File: src/rtl/bus_copy_master_pkg.sv
// Shared constants for the copy master: address windows, FSM states, default watchdog limit,
// and the window range check used by the job check step.
package bus_copy_master_pkg;

    localparam int ADDR_W = 16;

    localparam logic [ADDR_W-1:0] S0_LO = 16'h0000;
    localparam logic [ADDR_W-1:0] S0_HI = 16'h07FF;
    localparam logic [ADDR_W-1:0] S1_LO = 16'h7000;
    localparam logic [ADDR_W-1:0] S1_HI = 16'h71FF;

    localparam int DEFAULT_TIMEOUT = 32;

    typedef enum logic [2:0] {
        ST_IDLE,
        ST_CHECK,
        ST_RD_REQ,
        ST_RD_HOLD,
        ST_WR_REQ,
        ST_WR_HOLD,
        ST_FIN
    } state_e;

    function automatic logic in_window(input logic [ADDR_W:0]   first,
                                       input logic [ADDR_W:0]   last,
                                       input logic [ADDR_W-1:0] lo,
                                       input logic [ADDR_W-1:0] hi);
        return (first >= {1'b0, lo}) && (last <= {1'b0, hi});
    endfunction

    // The extra top bit of 'last' catches address wrap: a wrapped range can never sit under hi.
    function automatic logic range_ok(input logic [ADDR_W-1:0] base,
                                      input logic [ADDR_W:0]   count);
        logic [ADDR_W:0] first;
        logic [ADDR_W:0] last;
        first = {1'b0, base};
        last  = first + count - (ADDR_W+1)'(1);
        return in_window(first, last, S0_LO, S0_HI) || in_window(first, last, S1_LO, S1_HI);
    endfunction

endpackage

File: src/rtl/bus_copy_master_if.sv
// Master-side bus connection between the copy master and the bus arbiter/decoder.
interface bus_copy_master_if
    import bus_copy_master_pkg::*;
#(
    parameter int AW = ADDR_W,
    parameter int DW = 64
) ();

    logic          m_req;
    logic          m_wr;
    logic [AW-1:0] m_addr;
    logic [DW-1:0] m_dout;
    logic          m_grant;
    logic [DW-1:0] m_din;

    modport master (
        output m_req, m_wr, m_addr, m_dout,
        input  m_grant, m_din
    );

    modport slave (
        input  m_req, m_wr, m_addr, m_dout,
        output m_grant, m_din
    );

endinterface

File: src/rtl/bus_copy_master_beat_timer.sv
// Watchdog for one bus phase: counts cycles while enabled, restarts on clear,
// and flags expiry on the TIMEOUT-th cycle spent in the same phase.
module bus_copy_master_beat_timer
    import bus_copy_master_pkg::*;
#(
    parameter int TIMEOUT = DEFAULT_TIMEOUT
) (
    input  logic clk,
    input  logic reset_n,
    input  logic clear,
    input  logic enable,
    output logic expired
);

    localparam int CW = $clog2(TIMEOUT + 1);

    logic [CW-1:0] count_q;
    logic [CW-1:0] count_d;

    assign expired = enable && (count_q >= CW'(TIMEOUT - 1));

    always_comb begin
        count_d = count_q;
        if (clear) begin
            count_d = '0;
        end else if (enable && !expired) begin
            count_d = count_q + CW'(1);
        end
    end

    always_ff @(posedge clk or negedge reset_n) begin
        if (!reset_n) begin
            count_q <= '0;
        end else begin
            count_q <= count_d;
        end
    end

endmodule

File: src/rtl/bus_copy_master.sv
// Copy-job bus master: reads LEN words from SRC and writes each to DST, one bus beat per word.
// Optional COPY_CHECKSUM_EN adds a csum output holding the XOR of all words read in the job.
module bus_copy_master
    import bus_copy_master_pkg::*;
#(
    parameter int AW      = ADDR_W,
    parameter int DW      = 64,
    parameter int LENW    = 8,
    parameter int TIMEOUT = DEFAULT_TIMEOUT
) (
    input  logic            clk,
    input  logic            reset_n,
    input  logic            start,
    input  logic [AW-1:0]   src_addr,
    input  logic [AW-1:0]   dst_addr,
    input  logic [LENW-1:0] len,
    output logic            busy,
    output logic            done,
    output logic            err,
    bus_copy_master_if.master bus
`ifdef COPY_CHECKSUM_EN
    ,
    output logic [DW-1:0]   csum
`endif
);

    state_e          state_q, state_d;
    logic [AW-1:0]   src_q, src_d;
    logic [AW-1:0]   dst_q, dst_d;
    logic [LENW-1:0] rem_q, rem_d;
    logic [DW-1:0]   buf_q, buf_d;
    logic            busy_q, busy_d;
    logic            done_q, done_d;
    logic            err_q, err_d;
    logic            m_req_q, m_req_d;
    logic            m_wr_q, m_wr_d;
    logic [AW-1:0]   m_addr_q, m_addr_d;
    logic [DW-1:0]   m_dout_q, m_dout_d;
    logic            job_err;
    logic            timer_expired;
    logic            src_ok;
    logic            dst_ok;
`ifdef COPY_CHECKSUM_EN
    logic [DW-1:0]   csum_q, csum_d;
`endif

    assign src_ok = range_ok(src_q, (ADDR_W+1)'(rem_q));
    assign dst_ok = range_ok(dst_q, (ADDR_W+1)'(rem_q));

    bus_copy_master_beat_timer #(.TIMEOUT(TIMEOUT)) u_timer (
        .clk     (clk),
        .reset_n (reset_n),
        .clear   (state_d != state_q),
        .enable  (state_q inside {ST_RD_REQ, ST_RD_HOLD, ST_WR_REQ, ST_WR_HOLD}),
        .expired (timer_expired)
    );

    always_ff @(posedge clk or negedge reset_n) begin
        if (!reset_n) begin
            state_q  <= ST_IDLE;
            src_q    <= '0;
            dst_q    <= '0;
            rem_q    <= '0;
            buf_q    <= '0;
            busy_q   <= 1'b0;
            done_q   <= 1'b0;
            err_q    <= 1'b0;
            m_req_q  <= 1'b0;
            m_wr_q   <= 1'b0;
            m_addr_q <= '0;
            m_dout_q <= '0;
        end else begin
            state_q  <= state_d;
            src_q    <= src_d;
            dst_q    <= dst_d;
            rem_q    <= rem_d;
            buf_q    <= buf_d;
            busy_q   <= busy_d;
            done_q   <= done_d;
            err_q    <= err_d;
            m_req_q  <= m_req_d;
            m_wr_q   <= m_wr_d;
            m_addr_q <= m_addr_d;
            m_dout_q <= m_dout_d;
        end
    end

    // A beat only ends on grant low; a grant arriving in the expiry cycle still wins.
    always_comb begin
        state_d = state_q;
        src_d   = src_q;
        dst_d   = dst_q;
        rem_d   = rem_q;
        buf_d   = buf_q;
        job_err = 1'b0;
        unique case (state_q)
            ST_IDLE: begin
                if (start) begin
                    src_d   = src_addr;
                    dst_d   = dst_addr;
                    rem_d   = len;
                    state_d = ST_CHECK;
                end
            end
            ST_CHECK: begin
                if (rem_q == '0) begin
                    state_d = ST_FIN;
                end else if (src_ok && dst_ok) begin
                    state_d = ST_RD_REQ;
                end else begin
                    job_err = 1'b1;
                    state_d = ST_IDLE;
                end
            end
            ST_RD_REQ: begin
                if (bus.m_grant) begin
                    state_d = ST_RD_HOLD;
                end else if (timer_expired) begin
                    job_err = 1'b1;
                    state_d = ST_IDLE;
                end
            end
            ST_RD_HOLD: begin
                if (!bus.m_grant) begin
                    state_d = ST_WR_REQ;
                end else begin
                    buf_d = bus.m_din;
                    if (timer_expired) begin
                        job_err = 1'b1;
                        state_d = ST_IDLE;
                    end
                end
            end
            ST_WR_REQ: begin
                if (bus.m_grant) begin
                    state_d = ST_WR_HOLD;
                end else if (timer_expired) begin
                    job_err = 1'b1;
                    state_d = ST_IDLE;
                end
            end
            ST_WR_HOLD: begin
                if (!bus.m_grant) begin
                    src_d   = src_q + AW'(1);
                    dst_d   = dst_q + AW'(1);
                    rem_d   = rem_q - LENW'(1);
                    state_d = (rem_q == LENW'(1)) ? ST_FIN : ST_RD_REQ;
                end else if (timer_expired) begin
                    job_err = 1'b1;
                    state_d = ST_IDLE;
                end
            end
            ST_FIN: begin
                state_d = ST_IDLE;
            end
            default: begin
                state_d = ST_IDLE;
            end
        endcase
    end

    // Bus outputs follow the next state so they are already valid when the state is entered.
    always_comb begin
        busy_d   = (state_d != ST_IDLE);
        done_d   = (state_q == ST_FIN);
        err_d    = job_err;
        m_req_d  = (state_d == ST_RD_REQ) || (state_d == ST_WR_REQ);
        m_wr_d   = (state_d == ST_WR_REQ) || (state_d == ST_WR_HOLD);
        m_addr_d = m_addr_q;
        m_dout_d = m_dout_q;
        unique case (state_d)
            ST_RD_REQ, ST_RD_HOLD: begin
                m_addr_d = src_d;
            end
            ST_WR_REQ, ST_WR_HOLD: begin
                m_addr_d = dst_d;
                m_dout_d = buf_d;
            end
            default: begin
                m_addr_d = m_addr_q;
            end
        endcase
    end

`ifdef COPY_CHECKSUM_EN
    always_comb begin
        csum_d = csum_q;
        if (state_q == ST_IDLE && start) begin
            csum_d = '0;
        end else if (state_q == ST_RD_HOLD && !bus.m_grant) begin
            csum_d = csum_q ^ buf_q;
        end
    end

    always_ff @(posedge clk or negedge reset_n) begin
        if (!reset_n) begin
            csum_q <= '0;
        end else begin
            csum_q <= csum_d;
        end
    end

    assign csum = csum_q;
`endif

    assign busy       = busy_q;
    assign done       = done_q;
    assign err        = err_q;
    assign bus.m_req  = m_req_q;
    assign bus.m_wr   = m_wr_q;
    assign bus.m_addr = m_addr_q;
    assign bus.m_dout = m_dout_q;

endmodule

File: src/flat_wrapper.sv
// flat-port wrapper written by rule: the top's interface ports become plain ports
module bus_copy_master_flat import bus_copy_master_pkg::*;
#(
    parameter int AW      = ADDR_W,
    parameter int DW      = 64,
    parameter int LENW    = 8,
    parameter int TIMEOUT = DEFAULT_TIMEOUT
)
  (clk, reset_n, start, src_addr, dst_addr, len, busy, done, err, bus_m_req, bus_m_wr, bus_m_addr, bus_m_dout, bus_m_grant, bus_m_din);
  bus_copy_master_if #(.AW(AW), .DW(DW)) bus_i ();
  input  logic clk;
  input  logic reset_n;
  input  logic start;
  input  logic [AW-1:0] src_addr;
  input  logic [AW-1:0] dst_addr;
  input  logic [LENW-1:0] len;
  output logic busy;
  output logic done;
  output logic err;
  output wire logic [$bits(bus_i.m_req)-1:0] bus_m_req;
  output wire logic [$bits(bus_i.m_wr)-1:0] bus_m_wr;
  output wire logic [$bits(bus_i.m_addr)-1:0] bus_m_addr;
  output wire logic [$bits(bus_i.m_dout)-1:0] bus_m_dout;
  input wire logic [$bits(bus_i.m_grant)-1:0] bus_m_grant;
  input wire logic [$bits(bus_i.m_din)-1:0] bus_m_din;
  assign bus_m_req = bus_i.m_req;
  assign bus_m_wr = bus_i.m_wr;
  assign bus_m_addr = bus_i.m_addr;
  assign bus_m_dout = bus_i.m_dout;
  assign bus_i.m_grant = bus_m_grant;
  assign bus_i.m_din = bus_m_din;
  bus_copy_master #(.AW(AW), .DW(DW), .LENW(LENW), .TIMEOUT(TIMEOUT)) u_core (.clk(clk), .reset_n(reset_n), .start(start), .src_addr(src_addr), .dst_addr(dst_addr), .len(len), .busy(busy), .done(done), .err(err), .bus(bus_i));
endmodule
File: config.mk
export PLATFORM = sky130hd
export DESIGN_NAME = bus_copy_master_flat
export DESIGN_NICKNAME = d
export VERILOG_FILES = /design/src/rtl/bus_copy_master_pkg.sv /design/src/rtl/bus_copy_master_if.sv /design/src/rtl/bus_copy_master_beat_timer.sv /design/src/rtl/bus_copy_master.sv /design/src/flat_wrapper.sv
export SDC_FILE = /design/constraint.sdc
export NUM_CORES = 1
export LEC_CHECK = 0
export ABC_AREA = 1
export CAP_MARGIN = 10
export CELL_PAD_IN_SITES_DETAIL_PLACEMENT = 1
export CELL_PAD_IN_SITES_GLOBAL_PLACEMENT = 1
export CORE_AREA = 2 2 165 167
export CTS_CLUSTER_DIAMETER = 120
export DETAILED_ROUTE_END_ITERATION = 8
export DIE_AREA = 0 0 167 169
export PLACE_DENSITY = 0.95
export SLEW_MARGIN = 20
export SYNTH_ARGS = -nofsm -noshare
export SYNTH_HDL_FRONTEND = slang
export SYNTH_SLANG_ARGS = --single-unit
File: constraint.sdc
create_clock -name clk -period 5.1 [get_ports clk]
set_input_delay 0.51 -clock clk [delete_from_list [all_inputs] [get_ports clk]]
set_output_delay 0.51 -clock clk [all_outputs]
set_load 0.01 [all_outputs]
==> results of run 1 <==
-- final timing paths --
kind | startpoint | to | depth (start not counted)
setup / recovery | u_core.rem_q[1]$_DFFE_PN0P_ | u_core.bus.m_addr[12]$_DFFE_PN0P_ | 24
hold / removal | reset_n | u_core.buf_q[3]$_DFF_PN0_ | 1
setup reg to reg | u_core.rem_q[1]$_DFFE_PN0P_ | u_core.bus.m_addr[12]$_DFFE_PN0P_ | 24
hold reg to reg | u_core.bus.m_dout[37]$_DFFE_PN0P_ | u_core.bus.m_dout[37]$_DFFE_PN0P_ | 2
max in group asynchronous | reset_n | u_core.bus.m_dout[15]$_DFFE_PN0P_ | 2
min in group clk | u_core.bus.m_dout[37]$_DFFE_PN0P_ | u_core.bus.m_dout[37]$_DFFE_PN0P_ | 2
-- per-stage QoR --
step / util (%) / hold WS (ps) / area, um2
after global placement: 50.6 / 461 / 13400
after CTS: 53.1 / 247 / 14100
after floorplan: - / 214 / 11200
after detailed placement: 50.6 / 476 / 13400
after global routing: 53.1 / 290 / 14100
final: 53.1 / 163 / 14100
-- kinds of logic (layout without fill, tap and decap cells) --
kind of cell / after synthesis / in the layout
buf+inv: 224 / 414
compound gates: 118 / 118
fa+ha+maj: 72 / 72
simple gates: 696 / 696
mux: 64 / 64
other cells: 0 / 1
xor+xnor: 13 / 13
flops: 198 / 198
-- area by class of cell --
type / count / area (um2) / share of cell area (%)
Multi-Input combinational cell: 963 / 5360 / 38.1
Sequential cell: 198 / 4950 / 35.2
Timing Repair Buffer: 200 / 1990 / 14.1
Inverter: 182 / 683 / 4.86
Tap cell: 341 / 427 / 3.03
Clock buffer: 17 / 425 / 3.02
Clock inverter: 15 / 231 / 1.65
Antenna cell: 1 / 2.50 / 0.0178
-- state kept, by name (all words and copies together), names as in the netlist, 3 cells and up --
| name | count |
|---|---|
| u_core.src_q | 16 |
| u_core.u_timer.count_q | 6 |
| u_core.buf_q | 64 |
| u_core.dst_q | 16 |
| u_core.bus.m_addr | 16 |
| u_core.bus.m_dout | 64 |
| u_core.rem_q | 8 |
| u_core.state_q | 3 |
-- cells in the final DEF, fill, tap and decap left out, types with 2 or more instances in the layout --
cell type / instances
sky130_fd_sc_hd__o21bai_1: 5
sky130_fd_sc_hd__mux2_2: 64
sky130_fd_sc_hd__o211ai_1: 26
sky130_fd_sc_hd__o221ai_1: 6
sky130_fd_sc_hd__clkdlybuf4s50_1: 191
sky130_fd_sc_hd__nor2_2: 2
sky130_fd_sc_hd__clkinv_8: 3
sky130_fd_sc_hd__or2_2: 2
sky130_fd_sc_hd__nand4_1: 31
sky130_fd_sc_hd__inv_1: 175
sky130_fd_sc_hd__a22oi_1: 3
sky130_fd_sc_hd__a21oi_1: 32
sky130_fd_sc_hd__inv_12: 7
sky130_fd_sc_hd__ha_1: 70
sky130_fd_sc_hd__o22ai_1: 3
sky130_fd_sc_hd__dfrtp_1: 198
sky130_fd_sc_hd__clkbuf_16: 17
sky130_fd_sc_hd__nor4_1: 2
sky130_fd_sc_hd__buf_4: 8
sky130_fd_sc_hd__and2_1: 3
sky130_fd_sc_hd__inv_2: 5
sky130_fd_sc_hd__nand3_1: 95
sky130_fd_sc_hd__nand2_1: 472
sky130_fd_sc_hd__inv_6: 2
sky130_fd_sc_hd__nor3_1: 8
sky130_fd_sc_hd__fa_1: 2
sky130_fd_sc_hd__nor2_1: 74
sky130_fd_sc_hd__o21ai_0: 35
sky130_fd_sc_hd__a211oi_1: 2
sky130_fd_sc_hd__xor2_1: 13
sky130_fd_sc_hd__inv_16: 2
sky130_fd_sc_hd__clkinv_1: 2
sky130_fd_sc_hd__nand2_2: 5
-- where the power goes --
part / switching, mW / internal, mW
Clock: 0.816 / 0.709
Sequential: 0.372 / 2.02
Combinational: 3.34 / 1.76
Total: 4.52 / 4.50
-- routing by layer --
metal	wire length, um	global-route usage [%]	up-vias	part of all wire, %
met5	29	0	-	0.073
met4	1330	10.5	4	3.3
met3	2870	8.35	85	7.2
met2	20100	50.3	322	50
met1	15700	32.4	5140	39
li1	-	-	4789	-
==> metrics.log, run 1 <==
INFO  metric final-hold-violation-count = 0
INFO  metric starting_utilization_of_the_core_area = 42.3%
INFO  metric worst_path_dominant_cell_family = simple AND/OR/NAND/NOR gates
INFO  metric worst-slew-pin-transition = 1030 ps
INFO  metric initialDrtViolationCount = just under 700
INFO  metric peakVddDrop = 293 uV
INFO  metric synth_xor_xnor_area_share = ~1%
INFO  metric max_cap_violations = 0
INFO  metric postRouteWirelength = 40000 um
INFO  metric cts_buffers = 17
INFO  metric worstSetupStartpointType = flop
INFO  metric critical_path.most_common_cell = sky130_fd_sc_hd__nand2_1
INFO  metric netlist_area = 11200 um2
INFO  metric synth.top_cells.by_area = sky130_fd_sc_hd__dfrtp_1 (44%), sky130_fd_sc_hd__nand2_1 (16%), sky130_fd_sc_hd__ha_1 (7.8%)
INFO  metric worstSetupEndpointType = flop
INFO  metric report.final.slew_viol_count = 0
INFO  metric synth_nets = 1565
INFO  metric final_period_minus_worst_setup_slack = 4290 ps
INFO  metric critical-path-slowest-cell = sky130_fd_sc_hd__buf_4
INFO  metric clock_sink_count = 198
INFO  metric worst_slew_margin_rel = 31.3%
INFO  metric number_of_antenna_violations_at_the_first_check_in_global_routing = 3
INFO  metric holdCritPathClass = primary input to asynchronous set/reset pin
INFO  metric globalRouteTotalUtil = 28.3%
INFO  metric gpl.final_weighted_congestion = 0.936
INFO  metric via_per_inst = between 5 and 6
INFO  metric cp_data_required_time = ~5500 ps
INFO  metric grt_start_max_net_pins = about 120
INFO  metric finalWorstSetupSlack = 815 ps
INFO  metric gr-total-overflow = 0
INFO  metric clock.fmax = about 230 MHz
INFO  metric cts_resized = 0
INFO  metric placementRows = 60
INFO  metric fin_setup_tns = 0 ps
INFO  metric ctsHtreeMaxLevel = 4
INFO  metric worstPathArrival = 4660 ps
INFO  metric num_vias = 10300
INFO  metric synth_area_leader_cell = sky130_fd_sc_hd__dfrtp_1
INFO  metric worst-path-max-fanout = 81
INFO  metric dieHeight = between 150 and 200 um
INFO  metric max-clock-path-buffers = 2
INFO  metric post_synth_inst_count = around 1400
INFO  metric clkSlewWorstSetupHoldPaths = 100 ps
INFO  metric io_pins = between 150 and 200
INFO  metric p_leak = 7.26 nW
INFO  metric netlist.area_leader.share = between 40% and 50%
INFO  metric clk_latency = 470 ps
INFO  metric post_synth_simple_gate_area = roughly a quarter
INFO  metric slowest_delay = 720 ps
INFO  metric place.detailed.instances = roughly 1900
INFO  metric drc = 0
INFO  metric ys.flop_type = sky130_fd_sc_hd__dfrtp_1
INFO  metric rrSetupSlack = 810 ps
INFO  metric cts_root_buf = sky130_fd_sc_hd__clkbuf_16
INFO  metric synth_edf_count = 0
INFO  metric postSynth.asyncResetShare = 100%
INFO  metric setup_viol_count_final = 0
INFO  metric dp_slack = 914 ps
INFO  metric finClkSkew = 28.0 ps
INFO  metric period_share = 84.0%
INFO  metric place.port_buffers = 192
INFO  metric cp.buffers_inverters = 5
INFO  metric post_layout_nonfiller_instances = 1917
INFO  metric fillCellCount = about 3200
INFO  metric drt-pass1-iter-count = 5
INFO  metric die-width = 167 um
INFO  metric hpwl = about 28000 um
INFO  metric yosysMostFrequentCell = sky130_fd_sc_hd__nand2_1
INFO  metric fraction_of_the_mapped_netlist_area_in_adder_cells = 8.17%
INFO  metric area_growth = 25.6%
INFO  metric sequential_fraction_of_the_synthesis_area = 44.2%
INFO  metric power_density = roughly 640 nW/um2
INFO  metric finalPower = 9.02 mW
INFO  metric mean_syn_cell_area = 8.09 um2
INFO  metric grt_setup_unrepaired = no
INFO  metric fp.dieArea = 28200 um2
INFO  metric grt_pass1_vias = 11300
INFO  metric ys_types = 39
INFO  metric tritoncts = done
INFO  metric final_nets = 1742
INFO  metric cts.repair_timing.setup_buffer_count = 0
INFO  metric synth-compound-area-share = 6.57%
INFO  metric yosysWarnings = 0
INFO  metric critical_path_class = flop to flop
INFO  metric synth.top_cells.by_count = sky130_fd_sc_hd__nand2_1 (473), sky130_fd_sc_hd__dfrtp_1 (198), sky130_fd_sc_hd__inv_1 (175)
INFO  metric synthesized_flop_and_latch_total = roughly 200
INFO  metric first_pass_grt_wire_length = 62400 um
INFO  metric critical_path.cell_chain = inv_1 -> ha_1 -> inv_1 -> ha_1 -> inv_1 -> fa_1 -> inv_1 -> nand3_1 -> nand3_1 -> nand3_1 -> nand3_1 -> nand2_1 -> nor2_1 -> nand2_1 -> nand2_1 -> nand2_1 -> nand2_1 -> nand2_1 -> nand2_1 -> nand2_2 -> nand3_4 -> buf_4 -> nand3_1 -> nand2_1
INFO  metric core_area = 26500 um2
INFO  metric wl_per_cell = 20.9 um
INFO  metric status = finished, final reports clean
INFO  metric drtAntennaViolNets = 0
INFO  metric cts.hold.buffers_added = 0
INFO  metric synth_top_family_by_area = simple AND/OR/NAND/NOR gates
INFO  metric layout-drive-gt1-share = between 7 and 8%
INFO  metric mux_share_of_post_synthesis_cell_area = 6.43%
Power figures use the tool's default switching activity.
==> inputs of run 2 (changes only) <==
--- a/config.mk
+++ b/config.mk
@@ -9,11 +9,11 @@
 export CAP_MARGIN = 10
 export CELL_PAD_IN_SITES_DETAIL_PLACEMENT = 1
 export CELL_PAD_IN_SITES_GLOBAL_PLACEMENT = 1
-export CORE_AREA = 2 2 165 167
+export CORE_AREA = 2 2 180 182
 export CTS_CLUSTER_DIAMETER = 120
 export DETAILED_ROUTE_END_ITERATION = 8
-export DIE_AREA = 0 0 167 169
-export PLACE_DENSITY = 0.95
+export DIE_AREA = 0 0 182 184
+export PLACE_DENSITY = 0.87
 export SLEW_MARGIN = 20
 export SYNTH_ARGS = -nofsm -noshare
 export SYNTH_HDL_FRONTEND = slang
==> constraint.sdc (replaced) <==
create_clock -name clk -period 3.6 [get_ports clk]
set_input_delay 0.36 -clock clk [delete_from_list [all_inputs] [get_ports clk]]
set_output_delay 0.36 -clock clk [all_outputs]
set_load 0.01 [all_outputs]
==> metrics.log, run 2 (synthesis gave the netlist of run 1 again) <==
INFO  metric status = finished, violations left
INFO  metric failed_checks = negative hold slack
INFO  metric peakVddDrop = 403 uV (+38%)
INFO  metric drt-pass1-iter-count = 4 (-1)
INFO  metric postRouteWirelength = 37700 um (-5.6%)
INFO  metric final_period_minus_worst_setup_slack = 3430 ps (-857 ps)
INFO  metric p_leak = 7.49 nW (+3.1%)
INFO  metric area_growth = 30.4%
INFO  metric starting_utilization_of_the_core_area = 35.7% (-6.6 points)
INFO  metric place.detailed.instances = 1961 (+4.1%)
INFO  metric dieHeight = 184 um (+8.9%)
INFO  metric slowest_delay = 450 ps (-270 ps)
INFO  metric finalPower = 13.0 mW (+44%)
INFO  metric drtAntennaViolNets = 0 (unchanged)
INFO  metric clkSlewWorstSetupHoldPaths = 90 ps (about the same)
INFO  metric globalRouteTotalUtil = 21.4% (-6.9 points)
INFO  metric rrSetupSlack = 170 ps (-640 ps)
INFO  metric critical_path_class = flop to flop
INFO  metric max_cap_violations = 0 (unchanged)
INFO  metric worstPathArrival = 3750 ps (-910 ps)
INFO  metric core_area = 31400 um2 (+18%)
INFO  metric worst_slew_margin_rel = 25.9% (-5.3 points)
INFO  metric clock.fmax = 292 MHz (+25%)
INFO  metric grt_pass1_vias = 11000 (-2.8%)
INFO  metric worstSetupEndpointType = flop
INFO  metric final_nets = 1774 (+1.8%)
INFO  metric fp.dieArea = 33500 um2 (+19%)
INFO  metric first_pass_grt_wire_length = 56600 um (-9.3%)
INFO  metric clk_latency = 450 ps (-20 ps)
INFO  metric max-clock-path-buffers = 2 (unchanged)
INFO  metric grt_start_max_net_pins = 130 (+7.4%)
INFO  metric num_vias = 10200 (-1.4%)
INFO  metric final-hold-violation-count = 18 (+18)
INFO  metric period_share = 95.2% (+11 points)
INFO  metric power_density = 888 nW/um2 (+38%)
INFO  metric cp_data_required_time = 3920 ps (-1560 ps)
INFO  metric io_pins = 193 (unchanged)
INFO  metric number_of_antenna_violations_at_the_first_check_in_global_routing = 0 (-3)
INFO  metric tritoncts = done
INFO  metric worst-r2r-cell-count = 25 (+4.2%)
INFO  metric post_layout_nonfiller_instances = 2009 (+4.8%)
INFO  metric finClkSkew = 25.8 ps (-2.24 ps)
INFO  metric die-width = 182 um (+9.0%)
INFO  metric drc = 0 (unchanged)
INFO  metric finalWorstSetupSlack = 172 ps (-643 ps)
INFO  metric mostFrequentLayoutCells = sky130_fd_sc_hd__nand2_1 (470), sky130_fd_sc_hd__dfrtp_1 (198), sky130_fd_sc_hd__clkdlybuf4s50_1 (191)
INFO  metric hpwl = 26900 um (-5.1%)
INFO  metric place.port_buffers = 192 (unchanged)
INFO  metric layout.cells.most_common = sky130_fd_sc_hd__nand2_1
INFO  metric critical-path-slowest-cell = sky130_fd_sc_hd__dfrtp_1
INFO  metric worst-slew-pin-transition = 1110 ps (+80.2 ps)
INFO  metric cts_buffers = 17 (unchanged)
INFO  metric holdCritPathClass = primary input to asynchronous set/reset pin
INFO  metric antennaDiodeCount = 0 (-1)
INFO  metric initialDrtViolationCount = 512 (-26%)
INFO  metric placementRows = 65 (+8.3%)
INFO  metric gr-total-overflow = 0 (unchanged)
INFO  metric worstSetupStartpointType = flop
INFO  metric worst-path-max-fanout = 13 (-84%)
INFO  metric report.final.slew_viol_count = 0 (unchanged)
INFO  metric utilization = 46.5% (-6.5 points)
INFO  metric gpl.final_weighted_congestion = 0.886 (-5.3%)
INFO  metric critical_path.most_common_cell = sky130_fd_sc_hd__nand2_1
INFO  metric dp_slack = -64.1 ps (-978 ps)
INFO  metric via_per_inst = 5.07 (-5.9%)
INFO  metric ctsHtreeMaxLevel = 4 (unchanged)
INFO  metric layout-drive-gt1-share = 10.2% (+2.5 points)
INFO  metric clock_sink_count = 198 (unchanged)
INFO  metric setup_viol_count_final = 0 (unchanged)
INFO  metric wl_per_cell = 18.8 um (-9.9%)
INFO  metric cts_root_buf = sky130_fd_sc_hd__clkbuf_16
INFO  metric whs = -76.4 ps (-240 ps)
[run 2: layout make-up]
class / instances / area (um2)
multi-input cells: 963 / 5390
clock inverters: 15 / 235
well taps: 402 / 503
clock buffers: 17 / 425
flip-flops and latches: 198 / 4950
inverters: 182 / 696
fillers: 3742 / 16800
repair inverters: 1 / 8.76
repair buffers: 231 / 2390
[run 2: worst paths after layout]
check | startpoint | endpoint
min in group clk | u_core.bus.m_dout[42]$_DFFE_PN0P_ | u_core.bus.m_dout[42]$_DFFE_PN0P_
hold reg to reg | u_core.bus.m_dout[42]$_DFFE_PN0P_ | u_core.bus.m_dout[42]$_DFFE_PN0P_
max in group asynchronous | reset_n | u_core.bus.m_dout[32]$_DFFE_PN0P_
setup / recovery | u_core.dst_q[7]$_DFF_PN0_ | u_core.bus.m_addr[10]$_DFFE_PN0P_
hold / removal | reset_n | u_core.bus.m_dout[5]$_DFFE_PN0P_
setup reg to reg | u_core.dst_q[7]$_DFF_PN0_ | u_core.bus.m_addr[10]$_DFFE_PN0P_
[run 2: metal layers]
metal	GRT usage [%]	routed length, um	up-vias
met5	0	0	-
met4	7.06	826	0
met3	6.87	2730	49
met2	36.5	18400	259
met1	25.6	15800	5044
li1	-	-	4842
[run 2: power breakdown]
group	switching [mW]	total [mW]	internal (mW)
registers	0.486	3.35	2.87
clock network	1.08	2.13	1.05
logic	4.72	7.49	2.77
total	6.28	13.0	6.69
[run 2: what timing repair did]
item,CTS,global route
hold endpoints to repair,0,0
gates cloned,0,8
setup endpoints to repair,53,90
hold buffers,0,0
setup buffers,0,8
gates resized for setup,4,19
[run 2: stage by stage]
| stage | setup TNS, ps | area, um2 | hold slack [ps] |
|---|---|---|---|
| finish | 0 | 14600 | -76.4 |
| global route | -106 | 14600 | 82.5 |
| CTS | 0 | 14300 | 129 |
| global placement | 0 | 13600 | 460 |
| floorplan | 0 | 11200 | 64.4 |
| detailed placement | -618 | 13600 | 465 |
[run 2: worst max-delay path: cells and delay by family (launching register included)]
family        cells  cell delay (ps)
simple gates     18             1710
buf+inv           5              550
flops             1              450
fa+ha+maj         2              600
==> inputs of run 3 (changes only) <==
--- a/config.mk
+++ b/config.mk
@@ -9,11 +9,11 @@
 export CAP_MARGIN = 10
 export CELL_PAD_IN_SITES_DETAIL_PLACEMENT = 1
 export CELL_PAD_IN_SITES_GLOBAL_PLACEMENT = 1
-export CORE_AREA = 2 2 180 182
+export CORE_AREA = 2 2 188 190
 export CTS_CLUSTER_DIAMETER = 120
 export DETAILED_ROUTE_END_ITERATION = 8
-export DIE_AREA = 0 0 182 184
-export PLACE_DENSITY = 0.87
+export DIE_AREA = 0 0 190 192
+export PLACE_DENSITY = 0.82
 export SLEW_MARGIN = 20
 export SYNTH_ARGS = -nofsm -noshare
 export SYNTH_HDL_FRONTEND = slang
==> metrics.log, run 3 (synthesis gave the netlist of run 1 again) <==
INFO  metric status = finished, final reports clean
INFO  metric drtAntennaViolNets = 0 (unchanged)
INFO  metric io_pins = 193 (unchanged)
INFO  metric antennaDiodeCount = 0 (unchanged)
INFO  metric finalInstanceArea = 14600 um2 (about the same)
INFO  metric p_leak = 7.45 nW (-0.47%)
INFO  metric worst-path-max-fanout = 13 (unchanged)
INFO  metric max_cap_violations = 0 (unchanged)
INFO  metric wl_per_cell = 18.9 um (+0.62%)
INFO  metric finalWorstSetupSlack = 212 ps (+40.6 ps)
INFO  metric period_share = 94.1% (-1.1 points)
INFO  metric clkSlewWorstSetupHoldPaths = 90 ps (about the same)
INFO  metric final_nets = 1768 (-0.34%)
INFO  metric finClkSkew = 16.9 ps (-8.85 ps)
INFO  metric critical_path_depth = 27 (+8.0%)
INFO  metric core_area = 34300 um2 (+9.2%)
INFO  metric worstSetupStartpointType = flop
INFO  metric cp.buffers_inverters = 7 (+2)
INFO  metric gr-total-overflow = 0 (unchanged)
INFO  metric clock.fmax = 295 MHz (+1.2%)
INFO  metric worst-r2r-cell-count = 27 (+8.0%)
INFO  metric hpwl = 27800 um (+3.5%)
INFO  metric tritoncts = done
INFO  metric utilization = 42.6% (-3.9 points)
INFO  metric cts_buffers = 17 (unchanged)
INFO  metric rrSetupSlack = 210 ps (+40 ps)
INFO  metric place.port_buffers = 192 (unchanged)
INFO  metric mostFrequentLayoutCells = sky130_fd_sc_hd__nand2_1 (469), sky130_fd_sc_hd__dfrtp_1 (196), sky130_fd_sc_hd__clkdlybuf4s50_1 (191)
INFO  metric power_density = 880 nW/um2 (-0.82%)
INFO  metric final_period_minus_worst_setup_slack = 3390 ps (-40.6 ps)
INFO  metric via_per_inst = 4.93 (-2.9%)
INFO  metric fp.dieArea = 36500 um2 (+8.9%)
INFO  metric critical_path.most_common_cell = sky130_fd_sc_hd__nand2_1
INFO  metric worstSetupEndpointType = flop
INFO  metric grt_pass1_vias = 10700 (-2.4%)
INFO  metric crit_path_end = u_core.bus.m_dout[59]$_DFFE_PN0P_
INFO  metric die-width = 190 um (+4.4%)
INFO  metric clk_latency = 440 ps (about the same)
INFO  metric grt_start_max_net_pins = 121 (-6.9%)
INFO  metric whs = 84.5 ps (+161 ps)
INFO  metric setup_viol_count_final = 0 (unchanged)
INFO  metric fillCellCount = 4038 (+7.9%)
INFO  metric worst_path_dominant_cell_family = simple AND/OR/NAND/NOR gates
INFO  metric dieHeight = 192 um (+4.3%)
INFO  metric placementRows = 68 (+4.6%)
INFO  metric seqCellArea = 4960 um2 (about the same)
INFO  metric critical-path-slowest-cell = sky130_fd_sc_hd__dfrtp_1
INFO  metric worstPathArrival = 3770 ps (+20 ps)
INFO  metric worst_slew_margin_rel = 33.1% (+7.2 points)
INFO  metric gpl.final_weighted_congestion = 0.866 (-2.3%)
INFO  metric starting_utilization_of_the_core_area = 32.7% (-3.0 points)
INFO  metric postRouteWirelength = 38900 um (+3.0%)
INFO  metric drt-pass1-iter-count = 5 (+1)
INFO  metric layout.cells.most_common = sky130_fd_sc_hd__nand2_1
INFO  metric ctsHtreeMaxLevel = 4 (unchanged)
INFO  metric regToRegEndpoint = u_core.bus.m_dout[59]$_DFFE_PN0P_
INFO  metric final-hold-violation-count = 0 (-18)
INFO  metric cts_root_buf = sky130_fd_sc_hd__clkbuf_16
INFO  metric critical_path_class = flop to flop
INFO  metric dp_slack = 153 ps (+217 ps)
INFO  metric number_of_antenna_violations_at_the_first_check_in_global_routing = 0 (unchanged)
INFO  metric num_vias = 10100 (-0.62%)
INFO  metric peakVddDrop = 381 uV (-5.4%)
INFO  metric max-clock-path-buffers = 2 (unchanged)
INFO  metric report.final.slew_viol_count = 0 (unchanged)
INFO  metric layout-drive-gt1-share = 10.3% (+0.10 points)
INFO  metric drc = 0 (unchanged)
INFO  metric cp_data_required_time = 3990 ps (+70 ps)
INFO  metric place_area = 13700 um2 (+0.30%)
INFO  metric holdCritPathClass = primary input to asynchronous set/reset pin
INFO  metric fin_setup_tns = 0 ps (unchanged)
INFO  metric startpoint = u_core.rem_q[1]$_DFFE_PN0P_
INFO  metric area_growth = 30.5% (about the same)
INFO  metric worst-slew-pin-transition = 1000 ps (-108 ps)
INFO  metric globalRouteTotalUtil = 20.4% (-1.0 points)
INFO  metric initialDrtViolationCount = 559 (+9.2%)
INFO  metric clock_sink_count = 198 (unchanged)
INFO  metric source_of_the_worst_register_to_register_timing_path = u_core.rem_q[1]$_DFFE_PN0P_
INFO  metric multiInputGateArea = 5410 um2 (+0.28%)
INFO  metric first_pass_grt_wire_length = 58000 um (+2.4%)
INFO  metric slowest_delay = 370 ps (-80 ps)
[run 3: cell types whose count changed in the layout (fill, tap and decap cells not counted), sizes merged]
cell,before,now
buf,35,29
bufinv,1,0
clkinv,8,13
clkbuf,22,23
inv,189,184
[run 3: timing repair]
action	4_1_cts	5_1_grt
buffers inserted	0	6
setup endpoints to repair	0	82
resized for setup	0	30
endpoints found under the hold margin	0	0
hold buffers	0	0
[run 3: worst min-delay path by stage]
stage                                       from                           endpoint  slack [ps]  cells past startpoint
5_1_grt                                  reset_n          u_core.buf_q[9]$_DFF_PN0_         150                      1
3_5_place_dp   u_core.bus.m_dout[39]$_DFFE_PN0P_  u_core.bus.m_dout[39]$_DFFE_PN0P_         460                      2
4_1_cts                                  reset_n          u_core.buf_q[9]$_DFF_PN0_         110                      1
2_1_floorplan                            reset_n          u_core.buf_q[0]$_DFF_PN0_          60                      0
6_report                                 reset_n          u_core.buf_q[9]$_DFF_PN0_          80                      1
3_3_place_gp   u_core.bus.m_dout[48]$_DFFE_PN0P_  u_core.bus.m_dout[48]$_DFFE_PN0P_         460                      2
[run 3: layer usage]
layer	global-route usage (%)	routed length [um]	up-vias
met5	0	0	-
met3	5.57	2460	34
met1	25.0	16500	5023
met2	35.4	19300	242
met4	5.01	622	0
li1	-	-	4832
[run 3: worst register-to-register path: cells and delay by family, from the launching register on]
family	cells	cell delay, ps
buffers and inverters	7	780
adders and majority gates	3	800
DFF	1	370
and+or+nand+nor	17	1380
[run 3: power breakdown]
part	total, mW	switching [mW]	internal, mW
Sequential	3.36	0.496	2.87
Combinational	7.54	4.75	2.79
Clock	1.96	1.02	0.946
Total	12.9	6.27	6.60
[run 3: final cells by class]
type | count | share of cell area, %
clock buffers | 17 | 2.91
clock inverters | 15 | 1.27
inverters | 182 | 4.76
multi-input cells | 963 | 37.0
flip-flops and latches | 198 | 33.9
well taps | 455 | 3.89
repair buffers | 226 | 16.3
[run 3: per-stage QoR]
stage	instances	power (mW)
finish	2056	12.9
global route	2056	14.0
CTS	2041	12.5
detailed placement	2009	10.4
global placement	2009	10.1
floorplan	1385	7.96
==> RTL edit 1 (flow settings as in run 2) <==
`DW` is set to 64 in 3 places; all go to 128.
--- a/src/rtl/bus_copy_master_if.sv
+++ b/src/rtl/bus_copy_master_if.sv
@@ -5,3 +5,3 @@
     parameter int AW = ADDR_W,
-    parameter int DW = 64
+    parameter int DW = 128
 ) ();
--- a/src/rtl/bus_copy_master.sv
+++ b/src/rtl/bus_copy_master.sv
@@ -6,3 +6,3 @@
     parameter int AW      = ADDR_W,
-    parameter int DW      = 64,
+    parameter int DW      = 128,
     parameter int LENW    = 8,
--- a/src/flat_wrapper.sv
+++ b/src/flat_wrapper.sv
@@ -4,3 +4,3 @@
     parameter int AW      = ADDR_W,
-    parameter int DW      = 64,
+    parameter int DW      = 128,
     parameter int LENW    = 8,
Ports: changed (resized bus_m_din and bus_m_dout); port bits go from 193 to 321. No check against the original RTL was run, so the function may have changed too.
==> RTL edit 1 against run 2 <==
The run now fails in 5_1_grt. Synthesized area increased by 44%.
==> RTL edit 1: results (changes against run 2) <==
| Metric | Value |
|---|---|
| Hpwl dp | `40.1 mm (+49%)` |
| Last stage | `5_1_grt` |
| Worst-case clock buffer depth | `3 (+1)` |
| Pin count of the biggest net entering global routing | `130` |
| Async set or reset register ratio after synthesis | `1.00 (unchanged)` |
| Worst endpoint type | `register data pin` |
| Worst EP post-GRT repair | `u_core.bus.m_dout[59]$_DFFE_PN0P_/D` |
| Status | `aborted with a tool error` |
| Routability Congestion | `0.906 (+2.2%)` |
| Antenna violations before repair | `27` |
| Num CTS Buffers | `37 (+20)` |
| CTS root buf | `clkbuf_16` |
| Mapped Nets | `2310 (+48%)` |
| Sequential share of the synthesized area | `0.507 (+0.0649)` |
| Error | `[ERROR GRT-0232] Routing congestion too high. Check the congestion heatmap in the GUI.` |
| Total Routing Usage GR | `0.922` |
| Synth cell types | `41 (+5.1%)` |
| Synth Flop Type | `dfrtp_1` |
| Yosys warns | `0 (unchanged)` |
| Largest cells by area after synthesis | `dfrtp_1 (51%), nand2_1 (24%), ha_1 (5.4%), inv_1 (4.1%), nand3_1 (3.0%)` |
| Commonest cells in the synthesized netlist | `nand2_1 (1046), dfrtp_1 (326), inv_1 (177), nand3_1 (95), nor2_1 (73)` |
| CTS H-tree lvls | `2 (-2)` |
| FF+latch count, synth | `326 (+65%)` |
| Grt ovf | `969` |
| Port Buffer Count | `320 (+67%)` |
-- RTL edit 1: cell types whose count changed after synthesis, sizes merged, moves of 4 or more --
cell	before	now
buf	15	39
clkbuf	27	38
dfrtp	198	326
mux2	64	0
nand2	477	1050
nand4	31	42
nor3	8	12
o211ai	26	20
xor2	13	8
-- RTL edit 1: logic make-up after synthesis --
group | after synthesis | share of synthesized area
buffers and inverters | 259 | 0.0678
multiplexers | 1 | 0.000622
AO/OA/AOI/OAI | 117 | 0.0448
XOR/XNOR | 8 | 0.00436
AND/OR/NAND/NOR | 1283 | 0.318
flip-flops | 326 | 0.507
adder cells (fa/ha/maj) | 72 | 0.0569
-- RTL edit 1: timing repair --
item / in CTS
hold buffers: 1
hold endpoints to repair: 96
gates cloned: 3
buffers inserted: 5
endpoints found under the setup margin: 151
gates resized for setup: 32
pin swaps: 5
-- RTL edit 1: routing by layer --
metal,GRT overflow,GRT usage
met3,10,0.814
met1,9,0.865
met4,415,1.07
met2,535,1.06
met5,0,0.350
-- RTL edit 1: through the flow --
| stage | cells | util | instance area, um2 | hold slack [ns] | setup slack [ns] |
|---|---|---|---|---|---|
| floorplan | 2066 | - | 16100 | 0.0644 | 0.565 |
| global placement | 2740 | 0.630 | 19800 | 0.448 | 0.190 |
| detailed placement | 2740 | 0.630 | 19800 | 0.447 | -0.0258 |
| CTS | 2817 | 0.677 | 21200 | 0.394 | -0.00646 |
==> RTL edit 2 (flow settings as in run 2) <==
Without the edit above. Register the output `err` once more, cleared by the reset; this adds one clock of latency there. The other outputs are not delayed to match.
--- a/src/rtl/bus_copy_master.sv
+++ b/src/rtl/bus_copy_master.sv
@@ -207,3 +207,9 @@
     assign done       = done_q;
-    assign err        = err_q;
+    always_ff @(posedge clk or negedge reset_n) begin
+        if (!reset_n) begin
+            err <= '0;
+        end else begin
+            err <= err_q;
+        end
+    end
     assign bus.m_req  = m_req_q;
Function: changed (a bounded check fails within 4 cycles, from zero or initial values and one cycle with reset_n low).
==> RTL edit 2 against run 2 <==
The flow still finishes with violations (hold timing). First-iteration DRC count grew 20%. Via count grew 1.9%. Utilization grew 0.33 points. Total power grew 13%. Sequential cell count grew 1. Combinational power grew 17%. Synthesized area grew 1.2%. Final area grew 0.70%. Setup slack gained 0.0067 ns. Cell count grew 1.2%. Routed wire length grew 6.2%. Clock power shrank 2%. Largest cell class unchanged.
==> RTL edit 2: results (changes against run 2) <==
| Metric | Value |
|---|---|
| Nets | `1796 (+1.2%)` |
| Filler cell count | `3729 (-0.35%)` |
| Net Sw Frac | `0.493 (+0.00824)` |
| Status | `finished, violations left` |
| Synth cell types | `43 (+10%)` |
| RR Startpoint | `u_core.rem_q[1]$_DFFE_PN0P_` |
| Worst Reg2Reg Path Length in Cells | `27 (+8.0%)` |
| Synth-to-Final Area Change | `29.7%` |
| Max incr delay on CP | `0.37 ns (-0.08 ns)` |
| Via count | `10400 (+1.9%)` |
| Hpwl dp | `29.0 mm (+8.0%)` |
| Sequential share of the synthesized area | `0.439 (-0.00316)` |
| Mapped Nets | `1594 (+1.9%)` |
| Leakage | `7.33 nW (-2.1%)` |
| Failing checks | `hold timing` |
| Fin Hold WS | `-0.0257 ns (+0.0507 ns)` |
| Largest cells by area after synthesis | `dfrtp_1 (44%), nand2_1 (16%), ha_1 (7.7%), mux2_2 (6.4%), inv_1 (6.3%)` |
| Commonest cells in the synthesized netlist | `nand2_1 (484), dfrtp_1 (199), inv_1 (191), nand3_1 (94), ha_1 (70)` |
| Internal | `7.40 mW (+11%)` |
| Worst reg2reg endpoint | `u_core.bus.m_addr[8]$_DFFE_PN0P_` |
| Total Routing Usage GR | `0.243 (+0.0285)` |
| Number of hold violations in the final report | `15 (-3)` |
| Worst slew pin tran | `0.813 ns (-0.299 ns)` |
| Drt initial violations | `616 (+20%)` |
| Worst Path Max Fanout | `9 (-4)` |
| Seq pwr | `3.78 mW (+13%)` |
| Met1 wire length | `15.8 mm (about the same)` |
| Drt pass-1 iters | `5 (+1)` |
| Antenna violations before repair | `4 (+4)` |
| Setup Skew | `0.0214 ns (-0.00434 ns)` |
| Met3 WL post-DR | `2.85 mm (+4.4%)` |
| Fraction of final layout cells sized beyond drive strength 1 | `0.117 (+0.0146)` |
RTL edit 2: cell count changes after synthesis, moves of 5 or more:
cell	change
buf_4	+6
buf_2	+8
inv_1	+16
o2111ai_1	+6
buf_6	-5
clkbuf_1	-6
a21oi_1	+7
nand2_1	+11
nor2_1	-8
o211ai_1	-5
RTL edit 2: layer usage:
layer / vias to the layer above / track usage
li1: 4926 / -
met1: 5107 / 0.271
met2: 274 / 0.434
met3: 78 / 0.0759
met4: 6 / 0.0903
met5: - / 0
RTL edit 2: cell families after synthesis:
family,count (synthesis),share of synthesized area
simple gates,707,0.258
buf+inv,239,0.0834
flops,199,0.439
compound gates,123,0.0673
fa+ha+maj,72,0.0808
mux,65,0.0644
xor+xnor,9,0.00695
RTL edit 2: layout make-up:
cell class              instances  area share
inverters                     197      0.0506
clock buffers                  17      0.0289
flip-flops and latches        199       0.339
multi-input cells             976       0.378
well taps                     402      0.0342
repair buffers                225       0.155
clock inverters                15      0.0142
diodes                          2    0.000340
RTL edit 2: stage by stage:
| stage | util | setup slack, ns | instance area (um2) | cells |
|---|---|---|---|---|
| after floorplan | - | 0.568 | 11300 | 1414 |
| after global placement | 0.441 | -0.00686 | 13800 | 1992 |
| after detailed placement | 0.441 | -0.120 | 13800 | 1992 |
| after CTS | 0.463 | 0.0172 | 14500 | 2026 |
| after global routing | 0.469 | -0.0262 | 14700 | 2031 |
| final | 0.469 | 0.179 | 14700 | 2033 |
RTL edit 2: what timing repair did:
item / in CTS / in global routing
pin swaps: 0 / 7
buffers inserted: 1 / 5
setup endpoints to repair: 78 / 90
hold buffers: 0 / 0
gates cloned: 1 / 0
resized for setup: 13 / 42
